`src/rtl/muldiv_ctrl_pkg.sv`:
```
// Shared encodings for the HI/LO multiply/divide controller and its ALU.
// Holds the operation codes, the FSM state codes and the ALU opcodes.
package muldiv_ctrl_pkg;

    typedef enum logic [1:0] {
        OP_MULTU = 2'b00,
        OP_DIVU  = 2'b01,
        OP_MTHI  = 2'b10,
        OP_MTLO  = 2'b11
    } mdop_e;

    typedef enum logic [1:0] {
        ST_IDLE = 2'b00,
        ST_RUN  = 2'b01,
        ST_DONE = 2'b10
    } state_e;

    localparam logic [5:0] ALU_ADDU = 6'b100001;
    localparam logic [5:0] ALU_SUBU = 6'b100011;

endpackage

```
`src/rtl/alu.sv`:
```
// Width-parameterised add/subtract unit shared by the multiply and divide steps.
module alu
    import muldiv_ctrl_pkg::*;
#(
    parameter int Width = 32
) (
    input  logic [5:0]       aluop,
    input  logic [Width-1:0] a,
    input  logic [Width-1:0] b,
    output logic [Width-1:0] result
);

    // Opcode decode: only the unsigned add and subtract are meaningful here.
    always_comb begin
        result = {Width{1'b0}};
        case (aluop)
            ALU_ADDU: result = a + b;
            ALU_SUBU: result = a - b;
            default:  result = {Width{1'b0}};
        endcase
    end

endmodule

```
`src/rtl/muldiv_ctrl.sv`:
```
// Iterative unsigned multiply/divide controller with architectural HI/LO registers.
// One bit per cycle: shift-add for MULTU, restoring shift-subtract for DIVU.
module muldiv_ctrl
    import muldiv_ctrl_pkg::*;
#(
    parameter int Width = 32
) (
    input  logic             clk,
    input  logic             rst_n,
    input  logic             start,
    input  logic [1:0]       op,
    input  logic [Width-1:0] in1,
    input  logic [Width-1:0] in2,
    output logic             busy,
    output logic             done,
    output logic [Width-1:0] hi,
    output logic [Width-1:0] lo
);

    localparam int CntW = $clog2(Width) + 1;
    localparam logic [CntW-1:0] CntLast = CntW'(Width);

    state_e           state_r, state_s;
    mdop_e            op_r, op_s;
    logic [CntW-1:0]  cnt_r, cnt_s;
    logic [Width-1:0] operand_r, operand_s;
    logic [Width-1:0] hi_r, hi_s;
    logic [Width-1:0] lo_r, lo_s;
    logic             busy_r, busy_s;
    logic             done_r, done_s;

    logic [5:0]       aluop_s;
    logic [Width-1:0] alu_a_s, alu_b_s, alu_y_s;
    logic [Width-1:0] rs_s;
    logic             ge_s;
    logic             carry_s;

    // operand_r is the multiplicand for MULTU and the divisor for DIVU.
    assign rs_s    = {hi_r[Width-2:0], lo_r[Width-1]};
    assign ge_s    = hi_r[Width-1] | ~(rs_s < operand_r);
    assign carry_s = (alu_y_s < hi_r);

    alu #(.Width(Width)) u_alu (
        .aluop  (aluop_s),
        .a      (alu_a_s),
        .b      (alu_b_s),
        .result (alu_y_s)
    );

    // ALU operand steering for the current iteration.
    always_comb begin
        aluop_s = ALU_ADDU;
        alu_a_s = hi_r;
        alu_b_s = {Width{1'b0}};
        if (op_r == OP_DIVU) begin
            aluop_s = ALU_SUBU;
            alu_a_s = rs_s;
            alu_b_s = operand_r;
        end else begin
            aluop_s = ALU_ADDU;
            alu_a_s = hi_r;
            alu_b_s = lo_r[0] ? operand_r : {Width{1'b0}};
        end
    end

    // Next-state and datapath update logic.
    always_comb begin
        state_s   = state_r;
        op_s      = op_r;
        cnt_s     = cnt_r;
        operand_s = operand_r;
        hi_s      = hi_r;
        lo_s      = lo_r;
        case (state_r)
            ST_IDLE: begin
                if (start) begin
                    case (op)
                        OP_MULTU: begin
                            op_s      = OP_MULTU;
                            operand_s = in1;
                            hi_s      = {Width{1'b0}};
                            lo_s      = in2;
                            cnt_s     = {CntW{1'b0}};
                            state_s   = ST_RUN;
                        end
                        OP_DIVU: begin
                            op_s      = OP_DIVU;
                            operand_s = in2;
                            hi_s      = {Width{1'b0}};
                            lo_s      = in1;
                            cnt_s     = {CntW{1'b0}};
                            state_s   = ST_RUN;
                        end
                        OP_MTHI: hi_s = in1;
                        OP_MTLO: lo_s = in1;
                        default: state_s = ST_IDLE;
                    endcase
                end else begin
                    state_s = ST_IDLE;
                end
            end
            ST_RUN: begin
                // After the last iteration one extra RUN cycle hands off to DONE.
                if (cnt_r == CntLast) begin
                    state_s = ST_DONE;
                end else begin
                    cnt_s = cnt_r + {{(CntW-1){1'b0}}, 1'b1};
                    if (op_r == OP_DIVU) begin
                        hi_s = ge_s ? alu_y_s : rs_s;
                        lo_s = {lo_r[Width-2:0], ge_s};
                    end else begin
                        hi_s = {carry_s, alu_y_s[Width-1:1]};
                        lo_s = {alu_y_s[0], lo_r[Width-1:1]};
                    end
                end
            end
            ST_DONE: state_s = ST_IDLE;
            default: state_s = ST_IDLE;
        endcase
        busy_s = (state_s != ST_IDLE);
        done_s = (state_s == ST_DONE);
    end

    // State, datapath and registered status outputs.
    always_ff @(posedge clk or negedge rst_n) begin
        if (!rst_n) begin
            state_r   <= ST_IDLE;
            op_r      <= OP_MULTU;
            cnt_r     <= {CntW{1'b0}};
            operand_r <= {Width{1'b0}};
            hi_r      <= {Width{1'b0}};
            lo_r      <= {Width{1'b0}};
            busy_r    <= 1'b0;
            done_r    <= 1'b0;
        end else begin
            state_r   <= state_s;
            op_r      <= op_s;
            cnt_r     <= cnt_s;
            operand_r <= operand_s;
            hi_r      <= hi_s;
            lo_r      <= lo_s;
            busy_r    <= busy_s;
            done_r    <= done_s;
        end
    end

    assign busy = busy_r;
    assign done = done_r;
    assign hi   = hi_r;
    assign lo   = lo_r;

endmodule
```
`config.mk`:
```
export PLATFORM = sky130hd
export DESIGN_NAME = muldiv_ctrl
export DESIGN_NICKNAME = d
export VERILOG_FILES = /design/src/rtl/muldiv_ctrl_pkg.sv /design/src/rtl/alu.sv /design/src/rtl/muldiv_ctrl.sv
export SDC_FILE = /design/constraint.sdc
export NUM_CORES = 1
export LEC_CHECK = 0
export CAP_MARGIN = 20
export CORE_MARGIN = 1
export CORE_UTILIZATION = 53
export CTS_BUF_LIST = sky130_fd_sc_hd__clkbuf_8
export CTS_CLUSTER_SIZE = 16
export DETAILED_ROUTE_END_ITERATION = 8
export PLACE_DENSITY_LB_ADDON = 0.08
export SYNTH_ARGS = -nofsm -noshare
export SYNTH_HDL_FRONTEND = slang
export SYNTH_SLANG_ARGS = --single-unit
```
`constraint.sdc`:
```
create_clock -name clk -period 5.2 [get_ports clk]
set_clock_uncertainty 0.1 [all_clocks]
set_input_delay 1.04 -clock clk [delete_from_list [all_inputs] [get_ports clk]]
set_output_delay 1.04 -clock clk [all_outputs]
set_load 0.01 [all_outputs]
```
Word-level counts from Yosys, hierarchy flattened
Cells that the tools add are included.
{"block": "word_totals", "reg_bits": 108, "input_bits": 69, "output_inout_bits": 66, "word_cells": 66}
{"block": "classes", "bitwise": 2, "mux": 26, "n_lt_le_gt_ge": 2, "add_sub_neg": 3, "eq_ne": 14, "n_reduce_logical": 11}
{"operator": "one-hot mux 32 bit (2 select lines)", "count": 6}
{"operator": "two-way mux 32 bit", "count": 10}
{"operator": "< comparator 32 bit", "count": 2}
{"operator": "adder 32 bit", "count": 1}
{"operator": "subtractor 32 bit", "count": 1}
{"operator": "equality test 6 bit, second input constant", "count": 3}
{"operator": "two-way mux 6 bit", "count": 3}
{"operator": "one-hot mux 6 bit (2 select lines)", "count": 1}
{"operator": "AND reduction 4 bit", "count": 3}
{"operator": "two-way mux 2 bit", "count": 4}
{"operator": "one-hot mux 2 bit (2 select lines)", "count": 2}
{"operator": "adder 6 x 1 -> 6 bit, second input constant", "count": 1}
{"operator": "equality test 2 x 1 -> 1 bit, second input constant", "count": 3}
{"operator": "equality test 2 bit, second input constant", "count": 3}
{"operator": "inequality test 2 bit, second input constant", "count": 3}
{"operator": "inequality test 3 x 2 -> 1 bit, second input constant", "count": 2}
{"operator": "nonzero test 2 bit", "count": 3}
{"operator": "logical NOT 2 bit", "count": 2}
{"operator": "OR reduction 2 bit", "count": 2}
{"operator": "AND reduction 3 bit", "count": 1}
{"operator": "inverter 1 bit", "count": 1}
{"operator": "bitwise OR 1 bit", "count": 1}

Longest topological paths before layout
Gate-level depths: netlist (run 1).
{"block": "logic_depth", "depth_word": 8, "depth_mapped": 31, "ltp_nobuf": 29}

By module
Synthesis (run 1) repeated with hierarchy kept, for this count alone.
{"block": "unflattened", "hier_cells": 1396, "area_unflattened_um2": 11083.1}
{"mod": "muldiv_ctrl", "cells_per_inst": 990, "instances": 1, "seq_area_each_um2": 2677.6, "area_each_um2": 8461.9}
{"mod": "alu", "cells_per_inst": 406, "instances": 1, "seq_area_each_um2": 0.0, "area_each_um2": 2621.3}

Least setup slack after synthesis (run 1)
No wires, ideal clock.
{"block": "synth_timing", "path_type": "register to register", "start": "reg lo_r[0] (netlist: lo[0])", "end": "reg hi_r[31] (netlist: hi[31])", "required_time_ns": 5.018, "path_stages_with_launch": 29, "arrival_time_ns": 5.454, "path_slack_ns": -0.436, "setup_ns": 0.082, "synth_period_minus_slack_ns": 5.636, "n_path_buf": 2, "path_cell_list": "dfrtp_1 > buf_4 > inv_1 > nand2_1 > nand2_1 > ha_1 > nor2b_1 > o21a_1 > a21oi_1 > a31oi_1 > clkbuf_1 > xnor2_1 > ha_1 > a211oi_1 > nand2_1 > a32o_1 > a211o_1 > a21oi_1 > xnor2_1 > ha_1 > a21oi_1 > nor2b_1 > o21ai_0 > a21oi_1 > nor3_1 > nor2_1 > a2111o_1 > and3_1 > a31oi_1"}
{"block": "synth_via", "elab_chain_len": 8, "word_cells_on_any_way": 10, "classes_between": "2 x add/sub; 1 x order compare; 7 x mux"}
{"item": "from (decl)", "line_no": "muldiv_ctrl.sv:28", "rtl": "logic [Width-1:0] lo_r, lo_s;"}
{"item": "from (signal assigned)", "line_no": "muldiv_ctrl.sv:132", "rtl": "lo_r <= {Width{1'b0}};"}
{"item": "from (signal assigned)", "line_no": "muldiv_ctrl.sv:141", "rtl": "lo_r <= lo_s;"}
{"item": "two-way mux 32 bit *", "line_no": "muldiv_ctrl.sv:62", "rtl": "alu_b_s = lo_r[0] ? operand_r : {Width{1'b0}};"}
{"item": "two-way mux 32 bit *", "line_no": "muldiv_ctrl.sv:55", "rtl": "if (op_r == OP_DIVU) begin"}
{"item": "subtractor 32 bit or adder 32 bit (tied branches)", "line_no": "alu.sv:18, alu.sv:17"}
{"item": "one-hot mux 32 bit (2 select lines) *", "line_no": "alu.sv:16", "rtl": "case (aluop)"}
{"item": "< comparator 32 bit or two-way mux 32 bit (tied branches)", "line_no": "muldiv_ctrl.sv:41, muldiv_ctrl.sv:109"}
{"item": "two-way mux 32 bit *", "line_no": "muldiv_ctrl.sv:108", "rtl": "if (op_r == OP_DIVU) begin"}
{"item": "two-way mux 32 bit *", "line_no": "muldiv_ctrl.sv:104", "rtl": "if (cnt_r == CntLast) begin"}
{"item": "one-hot mux 32 bit (2 select lines) *", "line_no": "muldiv_ctrl.sv:74", "rtl": "case (state_r)"}
{"item": "to (signal assigned)", "line_no": "muldiv_ctrl.sv:131", "rtl": "hi_r <= {Width{1'b0}};"}
{"item": "to (signal assigned)", "line_no": "muldiv_ctrl.sv:140", "rtl": "hi_r <= hi_s;"}
{"item": "to (decl)", "line_no": "muldiv_ctrl.sv:27", "rtl": "logic [Width-1:0] hi_r, hi_s;"}
Every way passes the cells marked *; elsewhere a longest branch is shown, timed or not. The select of a mux whose other input is x is not followed.
A chain may end at the register's enable or synchronous reset.

Worst setup path in the final report (run 1)
{"block": "layout_timing", "start": "reg operand_r[14]", "end": "reg hi_r[31] (netlist: hi[31])"}
{"block": "layout_via", "elab_chain_len": 8, "word_cells_on_any_way": 13, "classes_between": "2 x add/sub; 2 x order compare; 7 x mux; 2 x bitwise"}
{"item": "from (decl)", "line_no": "muldiv_ctrl.sv:26", "rtl": "logic [Width-1:0] operand_r, operand_s;"}
{"item": "from (signal assigned)", "line_no": "muldiv_ctrl.sv:130", "rtl": "operand_r <= {Width{1'b0}};"}
{"item": "from (signal assigned)", "line_no": "muldiv_ctrl.sv:139", "rtl": "operand_r <= operand_s;"}
{"item": "two-way mux 32 bit", "line_no": "muldiv_ctrl.sv:62"}
{"item": "two-way mux 32 bit", "line_no": "muldiv_ctrl.sv:55"}
{"item": "subtractor 32 bit or adder 32 bit (tied branches)", "line_no": "alu.sv:18, alu.sv:17"}
{"item": "one-hot mux 32 bit (2 select lines)", "line_no": "alu.sv:16"}
{"item": "< comparator 32 bit or two-way mux 32 bit (tied branches)", "line_no": "muldiv_ctrl.sv:41, muldiv_ctrl.sv:109"}
{"item": "two-way mux 32 bit *", "line_no": "muldiv_ctrl.sv:108"}
{"item": "two-way mux 32 bit *", "line_no": "muldiv_ctrl.sv:104"}
{"item": "one-hot mux 32 bit (2 select lines) *", "line_no": "muldiv_ctrl.sv:74"}
Marked as above.

==> reports/qor.csv, run 1 <==
metric,value,unit
period_share,104,%
cts-hold-fix-buffers,0,
syn-instance-count,1314,
num_rows,51,
dr.pass1.iters,5,
rsz0062_at_grt,yes,
drc,0,
synth_top_family_by_area,compound AO/OA/AOI/OAI gates,
tns,-0.228,ns
synth-simple-area-share,15.3,%
area_growth,28.2,%
status,"finished, violations left",
synth-xor-area-share,3.56,%
timing_worst_setup_path_type,reg2reg,
drt_wl_total,34600,um
layout.nets,1712,
cts_buffers,9,
worstHoldPathType,reg2reg,
synth_fa_ha_area_share,11.7,%
slowest_stage,or4_4,
ys_seq_area_share,25.4,%
grt_antenna_before_repair,1,
die_w,143,um
synth_mux_area_share,9.22,%
ys.flop_type,dfrtp_1,
synth_edf_count,0,
worst_slew_pin_slew,1.01,ns
synth_warnings,0,
cp_slowest_stage_delay,0.63,ns
fin_util,69.5,%
cts_tree,yes,
path_cells,"or4_4, or4_4, or3_4, o211ai_1, o31ai_1, a22oi_1, ha_2, a21o_1, a21o_1, a21oi_2, inv_1, a211oi_2, o21ai_1, xnor2_1, inv_1, ha_1, o21ai_1, a21oi_1, nor3_1, nor2_1, a2111o_1, and3_1, a31oi_1",
fp.dieH,143,um
cts-root-buf,clkbuf_8,
syn-num-nets,1481,
grt_use_total,34.8,%
hold_viol,0,
ios,135,
initial_core_util,54.2,%
wire_per_inst,19.1,um
violations,negative setup slack,
synth_compound_gate_area_share,28.9,%
num_antenna_cells,0,
synth.cell_area,0.0105,sq mm
min_period,5.43,ns
dpl.hpwl,26200,um
clk_pin_slew,0.11,ns
layout_common_cells,"a21oi_1, buf_4, clkdlybuf4s50_1, nand2_1, dfrtp_1",
crit_fanout,5,
ys_seq_elements,107,
grt_pass1_wl,55200,um
critPathArrivalTime,5.66,ns
cp-start-kind,flop,
grt.overflow.total,0,
drive_gt1_share,17.8,%
cap_violations,0,
drv_slew,0,
gp_congestion,0.938,
cp-end-kind,flop,
synthArstFlopShare,100,%
synthDistinctLibCells,67,
clockBufferDepth,2,
vias_per_cell,6.22,
placedInstanceArea,0.0132,sq mm
drt_iter0_markers,964,
grt_pass1_vias,10200,
placed_cells,1789,
insertion_delay,0.40,ns
fin_area,0.0135,sq mm
crit_required,5.43,ns
final_common_cell,a21oi_1,
ant_nets,0,
grt_max_degree,109,
fin_cells,1815,
setup_viol,1,
die_area,0.0205,sq mm
syn_avg_cell_area,8.03,sq um
portBuffers,134,
dr_total_vias,11300,
final.setup.worst_slack,-0.228,ns
slew_headroom,32.0,%
coreArea,0.0195,sq mm
fmax,184,MHz
cts_max_level,3,
cts_sinks,107,
==> path summary, 6_finish.rpt <==
check                         startpoint  endpoint  slack, ns  cells past startpoint
max                        operand_r[14]    hi[31]      -0.23                     23
min                             cnt_r[0]  cnt_r[0]       0.47                      1
max reg2reg                operand_r[14]    hi[31]      -0.23                     23
min reg2reg                     cnt_r[0]  cnt_r[0]       0.47                      1
max in group asynchronous          rst_n    lo[13]       3.25                      2
min in group asynchronous          rst_n     lo[6]       0.63                      1
==> metrics by stage <==
step	hold WS [ns]	worst slack (ns)
after detailed placement	0.446	-0.292
after global placement	0.428	-0.179
final	0.472	-0.228
after floorplan	0.397	-0.0343
after CTS	0.458	-0.158
after global routing	0.509	-0.532
==> registers in the layout, indices dropped and copies added (netlist names) <==
signal / cells
lo: 32
state_r: 2
done: 1
operand_r: 32
hi: 32
op_r: 1
cnt_r: 6
busy: 1
==> cells in the mapped netlist, types with 11 or more instances <==
cell | number | area (sq um)
nand2_1 | 123 | 462
nand3_1 | 16 | 80.1
ha_1 | 97 | 1210
a221oi_1 | 36 | 315
nor2_1 | 72 | 270
nor3_1 | 23 | 115
clkbuf_1 | 66 | 248
a211oi_1 | 44 | 330
mux2_2 | 33 | 372
o211ai_1 | 11 | 82.6
a21oi_1 | 183 | 916
a31oi_1 | 15 | 93.8
nor2b_1 | 41 | 257
nand4_1 | 14 | 87.6
mux2i_1 | 60 | 601
o221ai_1 | 13 | 114
a22oi_1 | 12 | 90.1
a21o_1 | 21 | 158
inv_1 | 82 | 308
and3_1 | 11 | 68.8
xor2_1 | 17 | 149
o21ai_0 | 81 | 405
o221a_2 | 13 | 146
dfrtp_1 | 107 | 2680
xnor2_1 | 24 | 210
==> worst max-delay path: cells and delay by family, from the launching register on <==
kind,cells,cell delay [ns]
AOI/OAI and AO/OA,12,1.99
buffers and inverters,2,0.13
adders and majority gates,2,0.63
xor gates and xnor gates,1,0.19
DFF,1,0.41
and+or+nand+nor,6,1.89
==> cells by family (layout without fill, tap and decap cells) <==
family / count (synthesis) / after routing
xor+xnor: 42 / 42
fa+ha+maj: 98 / 98
simple gates: 337 / 337
compound gates: 475 / 475
mux: 93 / 93
flops: 107 / 107
buf+inv: 162 / 398
==> what timing repair did <==
item                       4_1_cts  5_1_grt
pin swaps                       17        3
buffers inserted                 8        2
setup endpoints to repair        1        1
gates resized for setup          7        7
hold endpoints to repair         0        0
gates cloned                     0        0
==> cell type report <==
class                      count  area, sq um
clock buffer                  10          138
clock inverter                 6         47.5
fill                        1606         5950
inverter                      82          308
multi-input combinational   1045         7410
sequential                   107         2680
tap                          265          332
timing repair buffer         300         2600
==> per-layer routing <==
layer / GRT usage [%] / share of wire (%) / vias to the layer above
met5: 0 / 0 / -
met4: 9.11 / 1.5 / 0
li1: - / - / 5351
met1: 54.7 / 48 / 5313
met2: 49.7 / 42 / 575
met3: 3.52 / 9.0 / 43
Power of run 1 is not shown: default switching activity piles up to over one toggle a cycle in this logic, so the estimate is an artifact.
==> run 2: changes to the inputs <==
--- a/config.mk
+++ b/config.mk
@@ -11,6 +11,7 @@
 export CTS_BUF_LIST = sky130_fd_sc_hd__clkbuf_8
 export CTS_CLUSTER_SIZE = 16
 export DETAILED_ROUTE_END_ITERATION = 8
+export MAX_ROUTING_LAYER = met4
 export PLACE_DENSITY_LB_ADDON = 0.08
 export SYNTH_ARGS = -nofsm -noshare
 export SYNTH_HDL_FRONTEND = slang
==> run 2 against run 1 <==
Setup slack gained 0.084 ns; non-clock buffer count increased by 9; maximum frequency is 1.6% higher; the run still ends with negative setup slack left; critical path type unchanged; critical path depth up 4; sequential share of layout area decreased by 0.32 points; final cell count grew 0.50%; wire length rose by 2.0%; worst hold slack worse by 0.057 ns.
==> reports/qor.csv, run 2 (synthesis results as in run 1) <==
metric,value,unit,change
dr.pass1.iters,5,,unchanged
num_rows,51,,unchanged
dpl.hpwl,26600,um,was 26200 um
drc,0,,unchanged
insertion_delay,0.41,ns,was 0.40 ns
timing_worst_setup_path_type,reg2reg,,unchanged
cts_max_level,3,,unchanged
critPathArrivalTime,5.58,ns,was 5.66 ns
drt_iter0_markers,946,,was 964
gp_congestion,0.955,,was 0.938
placed_cells,1787,,was 1789
cp-end-kind,flop,,unchanged
rr_worst_depth,27,,was 23
fill_cells,1581,,was 1606
drt_wl_total,35300,um,was 34600 um
layout_common_cells,"a21oi_1, buf_4, clkdlybuf4s50_1, nand2_1, dfrtp_1",,unchanged
rsz0062_at_grt,yes,,unchanged
cts_tree,yes,,unchanged
initial_core_util,54.2,%,unchanged
period_share,103,%,was 104%
portBuffers,134,,unchanged
setup_viol,1,,unchanged
cp-start-kind,flop,,unchanged
timing.critical_path.buf_inv,4,,was 2
clockBufferDepth,2,,unchanged
timing.hold.ws,0.415,ns,was 0.472 ns
fin_cells,1824,,was 1815
cap_violations,0,,unchanged
min_period,5.34,ns,was 5.43 ns
grt.overflow.total,0,,unchanged
cts_sinks,107,,unchanged
coreArea,0.0195,sq mm,unchanged
ant_nets,0,,unchanged
vias_per_cell,6.25,,was 6.22
crit_family,simple AND/OR/NAND/NOR gates,,was compound AO/OA/AOI/OAI gates
grt_use_total,36.6,%,was 34.8%
clk_pin_slew,0.11,ns,about the same
grt_antenna_before_repair,0,,was 1
fin_util,70.6,%,was 69.5%
drive_gt1_share,19.2,%,was 17.8%
wire_per_inst,19.4,um,was 19.1 um
grt_max_degree,83,,was 109
cp_slowest_stage_delay,0.61,ns,was 0.63 ns
hold_viol,0,,unchanged
worstHoldPathType,in2async,,was reg2reg
regArea,0.00268,sq mm,unchanged
dr_total_vias,11400,,was 11300
final_common_cell,a21oi_1,,unchanged
num_antenna_cells,0,,unchanged
cts-hold-fix-buffers,0,,unchanged
status,"finished, violations left",,unchanged
layout.nets,1721,,was 1712
crit_fanout,5,,unchanged
fp.dieH,143,um,unchanged
die_w,143,um,unchanged
area_growth,30.3,%,was 28.2%
critical_path_cell_count,27,,was 23
drv_slew,0,,unchanged
cts-root-buf,clkbuf_8,,unchanged
ios,135,,unchanged
slowest_stage,or4_4,,unchanged
multi_input_area,0.00750,sq mm,was 0.00741 sq mm
worst_slew_pin_slew,1.01,ns,about the same
fmax,187,MHz,was 184 MHz
grt_pass1_vias,10400,,was 10200
die_area,0.0205,sq mm,unchanged
cts_buffers,9,,unchanged
slew_headroom,32.3,%,was 32.0%
crit_required,5.44,ns,was 5.43 ns
grt_pass1_wl,56400,um,was 55200 um
violations,negative setup slack,,unchanged
final.setup.worst_slack,-0.144,ns,was -0.228 ns
## run 2: changes by cell type in the layout (fill, tap and decap cells not counted), sizes merged
cell    previous run  this run
clkbuf            10         9
buf              168       177
bufinv             0         1
## run 2: area by class of cell
cell class	instances	area share, %
clock inverter	7	0.556
inverter	82	2.24
clock buffer	9	0.902
sequential	107	19.5
multi-input combinational	1045	54.6
tap	265	2.41
timing repair buffer	309	19.7
## run 2: per-stage QoR
stage	TNS [ns]	instance area [sq um]	setup WS (ns)
after CTS	-0.0972	13600	-0.0972
after floorplan	-0.0343	10600	-0.0343
after global routing	-0.398	13700	-0.392
final	-0.144	13700	-0.144
after global placement	-0.214	13200	-0.214
after detailed placement	-0.270	13200	-0.270
## run 2: repair_timing
action	4_1_cts	5_1_grt
setup buffers	15	4
pin swaps	24	17
resized for setup	15	18
setup endpoints to repair	1	1
## run 2: path summary, 6_finish.rpt
check,slack [ns],start,end
setup / recovery,-0.14,operand_r[14],hi[31]
hold / removal,0.42,rst_n,lo[4]
setup reg to reg,-0.14,operand_r[14],hi[31]
hold reg to reg,0.47,cnt_r[5],cnt_r[5]
max in group asynchronous,3.56,rst_n,operand_r[23]
min in group clk,0.47,cnt_r[5],cnt_r[5]
## run 2: metal layers
layer	wire length, um	GRT usage (%)
met5	0	-
met4	661	8.49
met3	3180	6.41
met2	14700	49.7
met1	16800	55.3
Power of run 2 is left out for the same reason.
==> run 3: changes to the inputs <==
--- a/config.mk
+++ b/config.mk
@@ -6,11 +6,13 @@
 export NUM_CORES = 1
 export LEC_CHECK = 0
 export CAP_MARGIN = 20
+export CORE_ASPECT_RATIO = 1.25
 export CORE_MARGIN = 1
 export CORE_UTILIZATION = 53
 export CTS_BUF_LIST = sky130_fd_sc_hd__clkbuf_8
 export CTS_CLUSTER_SIZE = 16
 export DETAILED_ROUTE_END_ITERATION = 8
+export GPL_TIMING_DRIVEN = 0
 export MAX_ROUTING_LAYER = met4
 export PLACE_DENSITY_LB_ADDON = 0.08
 export SYNTH_ARGS = -nofsm -noshare
==> run 3 against run 2 <==
Setup slack worse by 0.21 ns; register-to-register slack got worse by 0.21 ns; first-iteration DRC count grew 14%; the run still ends with negative setup slack left; final cell count decreased by 3.5%; global-route usage increased by 1.2 points; non-clock buffer count fell by 64; maximum frequency fell by 3.8%; via count down 2.6%; core utilization shrank 3.2 points; cell area is 4.4% lower; critical path depth shrank 5; wire length grew 5.2%.
==> reports/qor.csv, run 3 (synthesis results as in run 1) <==
metric,value,unit,change
status,"finished, violations left",,unchanged
violations,negative setup slack,,unchanged
worstHoldPathType,reg2reg,,was in2async
final.setup.worst_slack,-0.353,ns,was -0.144 ns
crit_required,5.42,ns,was 5.44 ns
final_common_cell,a21oi_1,,unchanged
ios,135,,unchanged
drv_slew,0,,unchanged
cp-start-kind,flop,,unchanged
coreArea,0.0195,sq mm,about the same
cts_buffers,9,,unchanged
period_share,107,%,was 103%
fmax,180,MHz,was 187 MHz
cts-hold-fix-buffers,0,,unchanged
grt.overflow.total,0,,unchanged
dpl.hpwl,29200,um,was 26600 um
drt_iter0_markers,1078,,was 946
rr_startpoint,operand_r[12],,was operand_r[14]
initial_core_util,54.2,%,about the same
ant_nets,0,,unchanged
grt_antenna_before_repair,0,,unchanged
drive_gt1_share,13.0,%,was 19.2%
dr_total_vias,11100,,was 11400
cap_violations,0,,unchanged
die_area,0.0205,sq mm,about the same
rr_endpoint,hi[31],,unchanged
insertion_delay,0.40,ns,was 0.41 ns
num_rows,57,,was 51
cp-endpoint,hi[31],,unchanged
min_period,5.55,ns,was 5.34 ns
rsz0062_at_grt,yes,,unchanged
ff2ff_setup_slack,-0.35,ns,was -0.14 ns
dr.pass1.iters,7,,was 5
grt_max_degree,72,,was 83
wire_per_inst,21.1,um,was 19.4 um
die_w,128,um,was 143 um
fp.dieH,160,um,was 143 um
vias_per_cell,6.30,,was 6.25
min_from,cnt_r[5],,
grt_pass1_vias,10500,,was 10400
drc,0,,unchanged
crit_path_start,operand_r[12],,was operand_r[14]
portBuffers,134,,unchanged
gp_congestion,0.997,,was 0.955
clk_pin_slew,0.12,ns,was 0.11 ns
setup_viol,1,,unchanged
layout_common_cells,"a21oi_1, clkdlybuf4s50_1, nand2_1, dfrtp_1, ha_1",,"was a21oi_1, buf_4, clkdlybuf4s50_1, nand2_1, dfrtp_1"
rr_worst_depth,22,,was 27
cp-end-kind,flop,,unchanged
worst_slew_pin_slew,0.903,ns,was 1.01 ns
fin_cells,1760,,was 1824
grt_pass1_wl,58000,um,was 56400 um
hold_viol,0,,unchanged
area_growth,24.5,%,was 30.3%
cts-root-buf,clkbuf_8,,unchanged
drt_wl_total,37200,um,was 35300 um
slew_headroom,39.8,%,was 32.3%
placed_cells,1714,,was 1787
critPathArrivalTime,5.77,ns,was 5.58 ns
grt_use_total,37.8,%,was 36.6%
cts_sinks,107,,unchanged
cts_tree,yes,,unchanged
num_antenna_cells,0,,unchanged
clockBufferDepth,2,,unchanged
cts_max_level,3,,unchanged
layout.nets,1657,,was 1721
crit_fanout,5,,unchanged
timing_worst_setup_path_type,reg2reg,,unchanged
==> run 3: through the flow <==
stage	hold slack [ns]	instance area, sq um	util [%]	setup WS, ns	TNS [ns]
floorplan	0.397	10600	-	-0.0343	-0.0343
global placement	0.419	12300	63.2	-1.60	-123.36
CTS	0.456	13000	66.8	-0.266	-0.266
detailed placement	0.431	12300	63.4	-1.57	-5.10
global route	0.501	13100	67.4	-0.599	-0.599
finish	0.457	13100	67.4	-0.353	-0.353
==> run 3: layout make-up <==
type                    count  area (sq um)
clock inverters             7          83.8
plain buffers              78           357
multi-input cells        1045          7630
repair buffers            167          1610
fillers                  1663          6340
well taps                 265           332
inverters                  82           313
flip-flops and latches    107          2680
clock buffers               9           124
==> run 3: repair_timing <==
item                                    in CTS  in global routing
resized for setup                           67                 21
pin swaps                                   38                 20
setup buffers                               25                  6
endpoints found under the setup margin      15                  1
==> run 3: routing by layer <==
layer / global-route usage, % / share of wire [%] / up-vias
li1: - / - / 5247
met1: 50.4 / 42 / 5218
met2: 58.5 / 46 / 525
met3: 3.18 / 7.0 / 106
met4: 16.8 / 4.4 / 0
met5: - / 0 / -
==> run 3: worst min path at each step <==
stage | to | cells after the start
after floorplan | cnt_r[5] | 2
after global placement | cnt_r[5] | 2
after detailed placement | cnt_r[5] | 2
after CTS | cnt_r[5] | 2
after global routing | cnt_r[5] | 2
final | cnt_r[5] | 2
==> run 3: worst max-delay path, cell delays in order (launching register included) <==
cell and delay, ns:
dfrtp_1 0.40, or4_4 0.54, or4_4 0.63, or3_4 0.39, o211ai_1 0.18, o31ai_1 0.11
a22oi_1 0.28, ha_1 0.35, and3_4 0.19, nand2_1 0.09, nor2_1 0.05, a32o_1 0.26
a211oi_4 0.26, xnor2_2 0.13, ha_1 0.32, nor2b_1 0.14, o21ai_1 0.14, a21oi_1 0.10
nor3_2 0.13, nor2_1 0.07, a2111o_1 0.34, and3_1 0.15, a31oi_1 0.15
Power of run 3 is left out for the same reason.
